File: config.mk
export PLATFORM = sky130hd
export DESIGN_NAME = lif_post_neuron
export DESIGN_NICKNAME = d
export VERILOG_FILES = /design/src/rtl/lif_post_neuron.sv
export SDC_FILE = /design/constraint.sdc
export NUM_CORES = 1
export LEC_CHECK = 0
export ABC_AREA = 1
export ABC_CLOCK_PERIOD_IN_PS = 5000
export BUFFER_PORTS_ARGS = -buffer_cell sky130_fd_sc_hd__buf_4
export CORE_ASPECT_RATIO = 0.8
export CORE_MARGIN = 2
export CORE_UTILIZATION = 53
export DETAILED_ROUTE_END_ITERATION = 8
export HOLD_SLACK_MARGIN = 0.03
export PLACE_DENSITY = 0.77
export REMOVE_ABC_BUFFERS = 1
export SYNTH_ARGS = -nofsm -noshare
export SYNTH_HDL_FRONTEND = slang
export SYNTH_SLANG_ARGS = --single-unit
export TNS_END_PERCENT = 1
File: constraint.sdc
create_clock -name clk -period 5 [get_ports clk]
set_input_delay 0 -clock clk [delete_from_list [all_inputs] [get_ports clk]]
set_output_delay 0 -clock clk [all_outputs]
set_load 0.03 [all_outputs]
File: src/rtl/lif_post_neuron.sv
// Leaky integrate-and-fire postsynaptic neuron with shift leak and refractory period.
// Optional macro ADAPTIVE_THRESH_EN adds a spike-driven threshold offset.
module lif_post_neuron #(
  parameter int unsigned MEM_W         = 8,
  parameter int unsigned LEAK_SHIFT    = 3,
  parameter int unsigned REFRAC_CYCLES = 4,
  parameter int unsigned THRESH_STEP   = 8
) (
  input  logic             clk,
  input  logic             rst_n,
  input  logic             en,
  input  logic [3:0]       pre_spike,
  input  logic [15:0]      weight,
  input  logic [MEM_W-1:0] threshold,
  output logic             post_spike,
  output logic [MEM_W-1:0] membrane,
  output logic             refractory,
  output logic [7:0]       spike_count
);

  localparam int unsigned CntW = (REFRAC_CYCLES > 0) ? $clog2(REFRAC_CYCLES + 1) : 1;
  localparam logic [MEM_W-1:0] VMax    = '1;
  localparam logic [CntW-1:0]  CntLoad = CntW'(REFRAC_CYCLES);

  typedef enum logic [0:0] {StIntegrate, StRefractory} state_e;

  state_e           state_q, state_d;
  logic [MEM_W-1:0] v_q, v_d;
  logic [CntW-1:0]  cnt_q, cnt_d;
  logic             post_q, post_d;
  logic [7:0]       count_q, count_d;

  logic [5:0]       in_sum;
  logic [MEM_W-1:0] leak;
  logic [MEM_W:0]   v_sum;
  logic [MEM_W-1:0] v_next;
  logic [MEM_W-1:0] thr_base;
  logic [MEM_W-1:0] thr_eff;
  logic             fire;

  // pre0 owns the top nibble, pre3 the bottom one
  always_comb begin
    in_sum = '0;
    for (int i = 0; i < 4; i++) begin
      if (pre_spike[i]) begin
        in_sum = in_sum + 6'(weight[15-4*i -: 4]);
      end
    end
  end

  always_comb begin
    leak   = v_q >> LEAK_SHIFT;
    v_sum  = {1'b0, v_q - leak} + (MEM_W + 1)'(in_sum);
    v_next = v_sum[MEM_W] ? VMax : v_sum[MEM_W-1:0];
  end

  assign thr_base = (threshold == '0) ? MEM_W'(1) : threshold;

`ifdef ADAPTIVE_THRESH_EN
  localparam int unsigned ThrSumW = ((MEM_W > 8) ? MEM_W : 8) + 1;
  localparam logic [8:0]  StepSat = (THRESH_STEP > 255) ? 9'd255 : 9'(THRESH_STEP);

  logic [7:0]         off_q, off_d;
  logic [ThrSumW-1:0] thr_sum;
  logic [8:0]         off_inc;

  always_comb begin
    thr_sum = ThrSumW'(thr_base) + ThrSumW'(off_q);
    thr_eff = (thr_sum > ThrSumW'(VMax)) ? VMax : thr_sum[MEM_W-1:0];
  end

  // Offset moves only on enabled INTEGRATE edges; refractory holds it
  always_comb begin
    off_inc = {1'b0, off_q} + StepSat;
    off_d   = off_q;
    if (en && (state_q == StIntegrate)) begin
      if (fire) begin
        off_d = off_inc[8] ? 8'hff : off_inc[7:0];
      end else if (off_q != '0) begin
        off_d = off_q - 8'd1;
      end
    end
  end

  always_ff @(posedge clk or negedge rst_n) begin
    if (!rst_n) begin
      off_q <= '0;
    end else begin
      off_q <= off_d;
    end
  end
`else
  logic unused_thresh_step;
  assign unused_thresh_step = ^THRESH_STEP;
  assign thr_eff = thr_base;
`endif

  assign fire = (v_next >= thr_eff);

  always_comb begin
    state_d = state_q;
    v_d     = v_q;
    cnt_d   = cnt_q;
    count_d = count_q;
    post_d  = 1'b0;
    if (en) begin
      unique case (state_q)
        StIntegrate: begin
          if (fire) begin
            v_d     = '0;
            post_d  = 1'b1;
            count_d = count_q + 8'd1;
            if (REFRAC_CYCLES != 0) begin
              state_d = StRefractory;
              cnt_d   = CntLoad;
            end
          end else begin
            v_d = v_next;
          end
        end
        StRefractory: begin
          v_d = '0;
          if (cnt_q == CntW'(1)) begin
            state_d = StIntegrate;
            cnt_d   = '0;
          end else begin
            cnt_d = cnt_q - CntW'(1);
          end
        end
        default: state_d = StIntegrate;
      endcase
    end
  end

  always_ff @(posedge clk or negedge rst_n) begin
    if (!rst_n) begin
      state_q <= StIntegrate;
      v_q     <= '0;
      cnt_q   <= '0;
      post_q  <= 1'b0;
      count_q <= '0;
    end else begin
      state_q <= state_d;
      v_q     <= v_d;
      cnt_q   <= cnt_d;
      post_q  <= post_d;
      count_q <= count_d;
    end
  end

  assign post_spike  = post_q;
  assign membrane    = v_q;
  assign refractory  = (state_q == StRefractory);
  assign spike_count = count_q;

endmodule

==> impl_results.md <==
* Die area at roughly 5300 um2
* CTS clock-pin slew for the worst setup and hold paths at 0.08 ns
* Clock root cell: clkbuf_8
* Slew margin rel. at 0.7572
* CP delay by family, top: adder cells
* TritonCTS clock tree: built
* Non-Filler Instances at 495
* Buf/Inv on CP at 5
* Critical path type: in -> reg
* Global placer's final weighted congestion at 0.8475
* Pwr Total at approximately 2.3 mW
* Synthesized area at 2509 um2
* Mapped Cells at 371
* Leak pwr at 1.818 nW
* CP max stage cell: fa_1
* Top FF cell, synth: dfrtp_1
* Area leader, netlist: dfrtp_1
* Synth area leaders: dfrtp_1, nand2_1, ha_1
* Final Max Slew Viols at 0
* I/O Buffers at 48
* Asr flop ratio synth at 1.000
* CTS H-tree lvls at 1
* Final number of setup-violating endpoints at 0
* DR WL/cell at ~12 um
* Period minus WS final at 4.758 ns
* Area delta synth->final at 29.48%
* DRC violations left at 0
* Count of nets after finishing at just over 500
* DR iter-0 viols at 167
* Crit path DAT at 4.92 ns
* Top cell by count, worst path: nand2_1
* Slew @ Worst Pin at ~0.36 ns
* Clock Skew at 0.0006829 ns
* Ant diodes at 0
* Synthesis warning total at 0
* Longest Clk Path Bufs at 2
* Die H at ~66 um
* WL final at 5851 um
* Max rail drop VDD at 0.4692 mV
* Synth top area share at 0.2095
* Grt met1 use at 0.3207
* Initial antenna violation count at 0
* HP Class: in -> async
* Crit path largest cell delay at 0.58 ns
* Vias in the first global route at about 2.2k
* Inst Count DP at about 490
* Post-Syn Area per Cell at 6.762 um2
* Max-Cap Viols at 0
* I/O pin count at approximately 50
* Die width at 80.92 um
* GR peak layer: met2
* CTS Buf Count at 3
* Number of synthesized flops with an enable pin at 0
* Startpoint Class: primary input
* DRT antenna net count at 0
* First-pass DRT Iterations at 5
* Post-DP Area at 3012 um2
* M3 GR Usage at 0.02473
* Worst Path Max Fanout at 6
* DR vias at around 2.5k
* Total track usage at 0.2242
* Gr ovfl total at 0
* Synth Register Bits at 21
* Crit end category: register
* Detail-routed via count per cell at 4.986
* Crit share post-route at 0.9515
* CTS Sinks at 21
* Run status: completed
* # rows at 22
* Largest net degree at the start of global routing at 22
* Count of cell types in the netlist at 33
* F_max at 0.2102 GHz
* Fin area at 3248 um2
* Hold Fails Final Rpt at 0
* Layout cell share with drive strength beyond 1 at 0.2437
* Fill count at just under 400
* Initial core utilization at 0.5490
* Met2 usage at 0.3657
* First-pass GRT wire length at 9390 um
* Power Density at 703.8 nW/um2
* Post-DP HPWL at ~4600 um
* Area of the multi-input gates at 1883 um2
* Reg area at 525.5 um2
* Register area share after synthesis at 0.2095
* Core Footprint at 4569 um2
* WP data required at 5.16 ns
* Clk_lat worst skew at between 0.2 and 0.3 ns
[registers in the layout (all words and copies together) (netlist names)]
name         cells
post_spike       1
refractory       1
membrane         8
spike_count      8
cnt_q            3
[synth_stat cells (8+ instances only)]
| library cell | count |
|---|---|
| xor2_1 | 8 |
| nor2_1 | 14 |
| o21ai_0 | 17 |
| inv_1 | 63 |
| dfrtp_1 | 21 |
| a21oi_1 | 16 |
| xnor2_1 | 8 |
| ha_1 | 33 |
| nand3_1 | 23 |
| nand2_1 | 116 |
| nand2_2 | 8 |
[where the power goes]
part | total, mW | internal (mW) | switching (mW) | leakage, nW
logic | 1.88 | 0.795 | 1.09 | 1.52
clock network | 0.117 | 0.0564 | 0.0608 | 0.0217
registers | 0.287 | 0.229 | 0.0581 | 0.275
total | 2.29 | 1.08 | 1.21 | 1.82
[placed cells by master, fill, tap and decap left out, types with 5 or more instances in the layout]
cell,instances
a21oi_1,13
buf_4,58
dfrtp_1,21
ha_1,27
ha_4,6
inv_1,61
inv_2,5
nand2_1,114
nand2_2,10
nand3_1,20
nand3b_1,5
nor2_1,12
o21ai_0,12
o21ai_1,6
xnor2_1,8
xor2_1,8
[layer usage]
layer	wire length [um]	part of all wire	vias up
met5	0	0	-
met4	53	0.0091	0
met3	256	0.044	6
met2	2712	0.46	59
met1	2829	0.48	1099
li1	-	-	1304
[final timing paths]
check	startpoint	endpoint	slack, ns	cells past startpoint
max	pre_spike[0]	cnt_q[2]	0.24	34
min	rst_n	membrane[7]	0.15	2
max reg2reg	membrane[5]	cnt_q[2]	1.06	24
min reg2reg	cnt_q[2]	cnt_q[2]	0.52	2
max in group asynchronous	rst_n	spike_count[3]	4.63	2
min in group clk	threshold[0]	refractory	0.49	7
[logic make-up (layout without fill, tap and decap cells)]
group                      after synthesis  in the layout  share of synthesized area
AOI/OAI and AO/OA                       45             45                    0.09875
xor gates and xnor gates                16             16                    0.05586
adders and majority gates               38             38                     0.2045
buffers and inverters                   68            132                     0.1017
DFF                                     21             21                     0.2095
and+or+nand+nor                        183            183                     0.3297
[layout make-up]
cell class	instances	share of cell area
inverters	68	0.08012
clock buffers	3	0.01271
well taps	60	0.02311
clock inverters	1	0.002311
flip-flops and latches	21	0.1618
repair buffers	60	0.1402
multi-input cells	282	0.5797
[repair_timing]
| action | in CTS | in global routing |
|---|---|---|
| hold endpoints to repair | 22 | 0 |
| hold buffers | 2 | 0 |
| endpoints found under the setup margin | 0 | 21 |
| gates resized for setup | 0 | 35 |
| setup buffers | 0 | 1 |
[through the flow]
step / hold WS, ns / utilization / setup slack, ns / setup TNS (ns)
2_1_floorplan: -0.2956 / - / 0.3095 / 0
3_3_place_gp: -0.1001 / 0.6591 / -0.1024 / -0.5330
3_5_place_dp: -0.09990 / 0.6591 / -0.2709 / -3.176
4_1_cts: 0.1535 / 0.6742 / 0.006017 / 0
5_1_grt: 0.1887 / 0.7108 / -0.09082 / -0.8435
6_report: 0.1510 / 0.7108 / 0.2424 / 0
Power figures use the tool's default switching activity.
